===== src/rtl/gpio_pin_arbiter.sv =====
// Shares the breakout GPIO pads among team designs. Owners are staged in shadow registers and
// committed atomically; every pin that changes owner is held tristate before the new owner drives it.

module gpio_pin_mux #(
  parameter int NUM_TEAMS = 12
) (
  input  logic [7:0]           owner_i,
  input  logic                 blank_i,
  input  logic [NUM_TEAMS-1:0] team_out_i,
  input  logic [NUM_TEAMS-1:0] team_oeb_i,
  output logic                 out_o,
  output logic                 oeb_o
);
  // Owner 0 and out-of-range owners fall through to the tristate default.
  always_comb begin
    out_o = 1'b0;
    oeb_o = 1'b1;
    if (!blank_i) begin
      for (int t = 0; t < NUM_TEAMS; t++) begin
        if (owner_i == 8'(t + 1)) begin
          out_o = team_out_i[t];
          oeb_o = team_oeb_i[t];
        end
      end
    end
  end
endmodule

module gpio_pin_arbiter #(
  parameter int NUM_TEAMS    = 12,
  parameter int NUM_PINS     = 34,
  parameter int GUARD_CYCLES = 4
) (
  input  logic                          wb_clk_i,
  input  logic                          wb_rst_ni,
  input  logic                          wbs_stb_i,
  input  logic                          wbs_cyc_i,
  input  logic                          wbs_we_i,
  input  logic [3:0]                    wbs_sel_i,
  input  logic [31:0]                   wbs_adr_i,
  input  logic [31:0]                   wbs_dat_i,
  output logic                          wbs_ack_o,
  output logic [31:0]                   wbs_dat_o,
  input  logic [NUM_PINS*NUM_TEAMS-1:0] designs_gpio_out,
  input  logic [NUM_PINS*NUM_TEAMS-1:0] designs_gpio_oeb,
  output logic [NUM_PINS-1:0]           gpio_out,
  output logic [NUM_PINS-1:0]           gpio_oeb,
  output logic                          busy_o
);
  localparam int NUM_WORDS = (NUM_PINS + 3) / 4;
  localparam int PAD_BITS  = NUM_WORDS * 32 - NUM_PINS * 8;

  localparam logic [5:0] W_COMMIT = 6'd9;
  localparam logic [5:0] W_STATUS = 6'd10;
  localparam logic [5:0] W_ACT0   = 6'd11;
  localparam logic [5:0] W_ACTN   = 6'd19;

  typedef enum logic [1:0] {S_IDLE, S_BLANK, S_APPLY} state_e;

  state_e                    state_q;
  logic [NUM_PINS-1:0][7:0]  shadow_q, active_q, pend_q;
  logic [NUM_PINS-1:0]       blank_q;
  logic [7:0]                cnt_q;
  logic                      overrun_q;
  logic                      ack_q;
  logic [31:0]               dat_q;

  logic [NUM_WORDS-1:0][31:0] shadow_w, active_w;
  logic [NUM_PINS-1:0]        chg_d;
  logic [31:0]                rdat_d;
  logic [5:0]                 wi, aw;
  logic                       req, act, wr_sh, commit, st_clr;

  logic unused;
  assign unused = ^{wbs_adr_i[31:8], wbs_adr_i[1:0]};

  assign wi     = wbs_adr_i[7:2];
  assign aw     = wi - W_ACT0;
  assign req    = wbs_stb_i & wbs_cyc_i & ~ack_q;
  // Register side effects land at the ack cycle, while the master still holds the request.
  assign act    = wbs_stb_i & wbs_cyc_i & ack_q;
  assign wr_sh  = act & wbs_we_i & (wi < W_COMMIT);
  assign commit = act & wbs_we_i & (wi == W_COMMIT);
  assign st_clr = act & wbs_we_i & (wi == W_STATUS) & wbs_sel_i[0] & wbs_dat_i[1];

  assign shadow_w = {{PAD_BITS{1'b0}}, shadow_q};
  assign active_w = {{PAD_BITS{1'b0}}, active_q};

  assign busy_o    = (state_q != S_IDLE);
  assign wbs_ack_o = ack_q;
  assign wbs_dat_o = dat_q;

  always_comb begin
    for (int p = 0; p < NUM_PINS; p++) chg_d[p] = (shadow_q[p] != active_q[p]);
  end

  always_comb begin
    rdat_d = '0;
    if (wi < W_COMMIT)                    rdat_d = shadow_w[wi[3:0]];
    else if (wi == W_STATUS)              rdat_d = {30'b0, overrun_q, busy_o};
    else if (wi >= W_ACT0 && wi <= W_ACTN) rdat_d = active_w[aw[3:0]];
  end

  always_ff @(posedge wb_clk_i or negedge wb_rst_ni) begin
    if (!wb_rst_ni) begin
      ack_q    <= 1'b0;
      dat_q    <= '0;
      shadow_q <= '0;
    end else begin
      ack_q <= req;
      dat_q <= (req && !wbs_we_i) ? rdat_d : 32'h0;
      for (int p = 0; p < NUM_PINS; p++) begin
        if (wr_sh && wi == 6'(p / 4) && wbs_sel_i[p % 4])
          shadow_q[p] <= wbs_dat_i[8*(p%4) +: 8];
      end
    end
  end

  always_ff @(posedge wb_clk_i or negedge wb_rst_ni) begin
    if (!wb_rst_ni) begin
      state_q   <= S_IDLE;
      active_q  <= '0;
      pend_q    <= '0;
      blank_q   <= '0;
      cnt_q     <= '0;
      overrun_q <= 1'b0;
    end else begin
      if (st_clr) overrun_q <= 1'b0;
      if (commit && state_q != S_IDLE) overrun_q <= 1'b1;
      case (state_q)
        S_IDLE: begin
          if (commit) begin
            pend_q  <= shadow_q;
            blank_q <= chg_d;
            if (|chg_d) begin
              state_q <= S_BLANK;
              cnt_q   <= 8'(GUARD_CYCLES - 1);
            end else begin
              state_q <= S_APPLY;
            end
          end
        end
        S_BLANK: begin
          if (cnt_q == 8'd0) state_q <= S_APPLY;
          else               cnt_q   <= cnt_q - 8'd1;
        end
        S_APPLY: begin
          active_q <= pend_q;
          blank_q  <= '0;
          state_q  <= S_IDLE;
        end
        default: state_q <= S_IDLE;
      endcase
    end
  end

  for (genvar p = 0; p < NUM_PINS; p++) begin : g_pin
    logic [NUM_TEAMS-1:0] t_out, t_oeb;
    for (genvar t = 0; t < NUM_TEAMS; t++) begin : g_team
      assign t_out[t] = designs_gpio_out[NUM_PINS*t + p];
      assign t_oeb[t] = designs_gpio_oeb[NUM_PINS*t + p];
    end
    gpio_pin_mux #(.NUM_TEAMS(NUM_TEAMS)) u_mux (
      .owner_i    (active_q[p]),
      .blank_i    (blank_q[p]),
      .team_out_i (t_out),
      .team_oeb_i (t_oeb),
      .out_o      (gpio_out[p]),
      .oeb_o      (gpio_oeb[p])
    );
  end
endmodule

===== config.mk =====
export PLATFORM = sky130hd
export DESIGN_NAME = gpio_pin_arbiter
export DESIGN_NICKNAME = d
export VERILOG_FILES = /design/src/rtl/gpio_pin_arbiter.sv
export SDC_FILE = /design/constraint.sdc
export NUM_CORES = 2
export LEC_CHECK = 0
export BUFFER_PORTS_ARGS = -buffer_cell sky130_fd_sc_hd__buf_2
export CORE_MARGIN = 2
export CORE_UTILIZATION = 36
export DETAILED_ROUTE_END_ITERATION = 7
export PLACE_DENSITY = 0.57
export SLEW_MARGIN = 40
export SYNTH_ARGS = -nofsm -noshare
export SYNTH_HDL_FRONTEND = slang
export SYNTH_HIERARCHICAL = 1
export SYNTH_SLANG_ARGS = --single-unit

===== constraint.sdc =====
create_clock -name wb_clk_i -period 3 [get_ports wb_clk_i]
set_clock_uncertainty 0.2 [all_clocks]
set_input_delay 0.3 -clock wb_clk_i [delete_from_list [all_inputs] [get_ports wb_clk_i]]
set_output_delay 0.3 -clock wb_clk_i [all_outputs]
set_load 0.05 [all_outputs]

* Word-level counts from Yosys, hierarchy flattened *
Cells that the tools add are included.

cells by class
  bitwise logic cells = 10
  multiplexer cells = 904
  $add $sub $neg = 2
  $lt $le $gt $ge = 5
  equality and inequality tests = 458
  reductions and logical operators = 59

operators by type and width
  cell                 number
  $eq 8x4->1 const B   170
  $eq 8x3->1 const B   136
  $mux 1               886
  $eq 8x2->1 const B   68
  $eq 8x1->1 const B   34
  $ne 8x8->1           34
  $bmux 32 s4          2
  $mux 32              6
  $pmux 34 s2          1
  $logic_and 1x1->1    46
  $mux 34              1
  $reduce_or 34->1     1
  $eq 6x3->1 const B   4
  $mux 8               3
  $eq 6x4->1 const B   3
  $pmux 8 s2           1
  $eq 6x2->1 const B   2
  $lt 4x5->1 const B   2
  $and 1x1->1          9
  $logic_not 8->1      1
  $ne 2x2->1 const B   4
  $reduce_bool 2->1    4
  $sub 8x1->8 const B  1
  $eq 6x1->1 const B   1
  14 further kinds     18

storage, ports and cells
  output and inout port bits = 102
  input bits = 889
  bits in registers = 894

* Logic depth before layout (Yosys ltp) *
  depth in word-level cells = 14
  mapped depth = 12
  mapped depth without buffers = 9

* Modules after synthesis *
The synthesis kept the hierarchy.

modules (own cells, without submodules)
  module            instances  area each (um^2)  sequential area each (um^2)  cells each
  gpio_pin_arbiter  1          41110.7           22371.5                      3909
  gpio_pin_mux      34         372.9             0.0                          51

* Worst setup path after synthesis *
Ideal clock, no wire load.

  path kind = register to output
  from = reg active_q[261] in the netlist's numbering
  to = out gpio_out[32]
  path buffers = 0
  cell stages (with the launch flop) = 5
  arrival time = 2336 ps
  slack = 164 ps
  required time = 2500 ps
  path through = dfrtp_1 > nor4_4 > and2_4 > o211ai_1 > a311oi_1

between the ends
  cells in the longest elaborated chain, start to end = 14
  elaborated cells on any way between the ends = 25

ends and longest elaborated chain
  item                    RTL line  text
  start, declared         61        logic [NUM_PINS-1:0][7:0] shadow_q, active_q, pend_q;
  start signal, assigned  148       active_q <= pend_q;
  $eq 8x1->1              20        if (owner_i == 8'(t + 1)) begin
  $mux 1 (11 in a row)    20
  $mux 1 *                20
  $mux 1 *                18        if (!blank_i) begin
  end, declared           46        output logic [NUM_PINS-1:0] gpio_out,

Every way passes the cells marked *; elsewhere a longest branch is shown, timed or not.

* Worst setup path after layout *
  from = reg active_q[133] in the netlist's numbering
  to = out gpio_out[16]

The elaborated chain is that of the path after synthesis.

==> results.json <==
{
  "violations": "setup timing",
  "status": "finished with violations",
  "slowest_delay_ps": 500,
  "synth-seq-cells": 894,
  "gp_congestion": 0.9045,
  "hold_class": "in2reg",
  "p_int_mw": 20.50,
  "switching_share_pct": 23.98,
  "yosysWarningCount": 6,
  "synth.distinct_cells": 63,
  "min_period_over_period_pct": 105.0,
  "synth-edff-count": 0,
  "dieWidth_um": 390.5,
  "rows": 141,
  "dp_slack_ps": 151.3,
  "gr-usage-all-layers_pct": 24.68,
  "start_util_pct": 36.34,
  "cp_top_family": "simple AND/OR/NAND/NOR gates",
  "wl_per_cell_um": 22.22,
  "slowest_stage": "nor4_4",
  "final_area_sq_mm": 0.06664,
  "clk_latency_ps": 730,
  "synth_area_leaders": "dfrtp_1, nand2_1, mux2_2",
  "drt-total-wl_um": 194400,
  "drive_above_1_share_pct": 32.50,
  "grt_pass1_wl_um": 289100,
  "fin_tns_setup_ps": -293.2,
  "power_leakage_nw": 31.55,
  "worstMarginPinSlew_ps": 836.9,
  "seqPwrFrac_pct": 45.0,
  "slew-limit-headroom_pct": 44.21,
  "synth_top_area_share_pct": 41.59,
  "core_area_sq_mm": 0.1480,
  "setup_violations": 3,
  "remaining_drc_errors": 0,
  "period_needed_ps": 3150,
  "die_area_sq_mm": 0.1525,
  "die_h_um": 390.5,
  "clkPwrFrac_pct": 47.6,
  "grt_pass1_vias": 45880,
  "final_nets": 7626,
  "clkTransAtPathRegs_ps": 60,
  "p_per_area_mw_per_mm2": 404.6,
  "timing_worst_setup_path_type": "reg2out",
  "cp.arrival_ps": 2650,
  "syn_nets": 6538,
  "path_depth": 6,
  "ant_nets": 0,
  "drv_cap": 0,
  "rsz0062_at_grt": "true",
  "grt_overflow": 0,
  "dp.final_hpwl_um": 141000,
  "worstPathMaxFanout": 4,
  "irDropWorstVdd_mv": 0.4261,
  "grt_max_degree": 104,
  "synth_flop_cell": "dfrtp_1",
  "hold_depth": 4,
  "crit_path_start_kind": "register",
  "ys_seq_area_share_pct": 41.59,
  "dr_total_vias": 47590,
  "path_cells": "nor4_4 > buf_4 > and2_4 > o211ai_1 > a311oi_2 > buf_6",
  "p_comb_share_pct": 7.4,
  "final_common_cell": "nand2_1",
  "dr.pass1.iters": 8,
  "h-tree-depth": 3,
  "antenna_found_initial": 22,
  "syn_to_final_growth_pct": 23.89,
  "fin_util_pct": 45.02,
  "avgSynthCellArea_sq_um": 9.532,
  "crit_buf_inv": 2,
  "numCtsBuffers": 101,
  "viasPerCell": 5.438,
  "slew_viol_final": 0,
  "dpl-instance-area_sq_mm": 0.06121,
  "end_kind": "primary output",
  "mostFrequentLayoutCells": "nand2_1, buf_2, dfrtp_1",
  "switchingPower_mw": 6.466,
  "yosys.area.top_type": "dfrtp_1",
  "cts_tree": "done",
  "reg2reg_depth": 8,
  "numClockSinks": 894,
  "syn_inst": 5643,
  "fmax_mhz": 317.5,
  "ios": 991,
  "crit_required_ps": 2500,
  "drtIter0Drc": 3998,
  "portBuffers": 964,
  "cts_buffer_depth": 3,
  "clock-root-buffer": "clkbuf_16",
  "hold_viol": 0,
  "finalWorstSetupSlack_ps": -149.8,
  "async_flop_share_pct": 100.0,
  "fin_hold_ws_ps": 94.44,
  "synth_area_sq_mm": 0.05379
}
[logic make-up (layout without fill, tap and decap cells)]
group	count (synthesis)	count (layout)	share of synthesized area (%)
simple gates	2625	2625	23.54
flops	894	894	41.59
compound gates	799	799	9.977
mux	634	634	15.53
buf+inv	410	1580	4.731
xor+xnor	275	275	4.492
fa+ha+maj	6	6	0.1396
other cells	0	8	0
[metal layers]
layer / global-route usage [%] / routed length [um] / vias up
met5: 0 / 92 / -
met4: 6.346 / 3998 / 14
met3: 4.218 / 14030 / 228
met2: 37.59 / 87340 / 1750
met1: 36.14 / 88950 / 23670
li1: - / - / 21930
[Yosys cell counts, types with 14 or more instances]
| library cell | count |
|---|---|
| o21bai_1 | 35 |
| nor4_4 | 34 |
| and4b_1 | 35 |
| a41oi_1 | 35 |
| nand3_1 | 58 |
| xnor2_1 | 274 |
| o21ai_0 | 267 |
| and2_2 | 34 |
| nand2_1 | 1731 |
| buf_6 | 106 |
| a22oi_1 | 14 |
| a21bo_2 | 34 |
| nor3_1 | 76 |
| inv_1 | 77 |
| a22o_1 | 34 |
| mux4_2 | 128 |
| nand3b_1 | 36 |
| a311oi_1 | 34 |
| a21oi_1 | 111 |
| o311ai_0 | 34 |
| and2_4 | 34 |
| a221oi_1 | 34 |
| nand2b_1 | 71 |
| o22a_1 | 16 |
| buf_2 | 34 |
| o31ai_1 | 35 |
| nor2_1 | 214 |
| dfrtp_1 | 894 |
| buf_4 | 40 |
| clkbuf_1 | 141 |
| nand4_1 | 105 |
| mux2i_1 | 200 |
| nand3_4 | 20 |
| mux2_2 | 293 |
| nor4b_1 | 68 |
| nor2b_1 | 72 |
| o211ai_1 | 70 |
| a211oi_1 | 36 |
[path summary, 6_finish.rpt]
check                                    from      endpoint  slack [ps]
worst max-delay path            active_q[133]  gpio_out[16]        -150
worst min-delay path             wbs_adr_i[4]     overrun_q          90
worst max register to register  shadow_q[227]      cnt_q[7]          60
worst min register to register     pend_q[53]  active_q[53]         250
max in group asynchronous           wb_rst_ni  active_q[21]        1760
min in group asynchronous           wb_rst_ni   blank_q[25]         100
[worst register-to-register path, delay by kind of cell, from the launching register on]
kind,cells,cell delay (ps)
AND/OR/NAND/NOR,4,1420
flip-flops,1,410
XOR/XNOR,1,350
AO/OA/AOI/OAI,2,270
buffers and inverters,1,180
[power groups by stage]
| stage | sequential [mW] | combinational, mW | clock, mW |
|---|---|---|---|
| final | 12.1 | 1.99 | 12.8 |
| after global routing | 12.1 | 2.16 | 13.6 |
| after CTS | 12.1 | 2.00 | 13.1 |
| after detailed placement | 12.4 | 1.93 | 0 |
| after global placement | 12.4 | 1.91 | 0 |
| after floorplan | 12.3 | 0.629 | 0 |
[sequential cells by signal, indices dropped and copies added, names as in the netlist]
name and count:
active_q 272, blank_q 34, pend_q 272, shadow_q 272, overrun_q 1, wbs_ack_o 1, state_q 2, wbs_dat_o 32
cnt_q 8
[layout make-up]
type                    instances  area, sq um
inverters                      77        289.0
multi-input cells            4339        29540
clock inverters                33        387.9
fillers                     14250        81380
well taps                    1930         2415
flip-flops and latches        894        22460
diodes                          8        20.02
repair buffers               1318         8478
clock buffers                 152         3050
[through the flow]
| stage | total power [mW] | instances |
|---|---|---|
| 2_1_floorplan | 12.98 | 5643 |
| 3_3_place_gp | 14.27 | 8453 |
| 3_5_place_dp | 14.29 | 8453 |
| 4_1_cts | 27.19 | 8721 |
| 5_1_grt | 27.85 | 8748 |
| 6_report | 26.96 | 8751 |
[what timing repair did]
item / 4_1_cts / 5_1_grt
hold buffers: 42 / 0
pin swaps: 58 / 71
setup endpoints to repair: 59 / 66
resized for setup: 179 / 161
setup buffers: 42 / 26
hold endpoints to repair: 866 / 0
(Power assumes the default switching activity.)
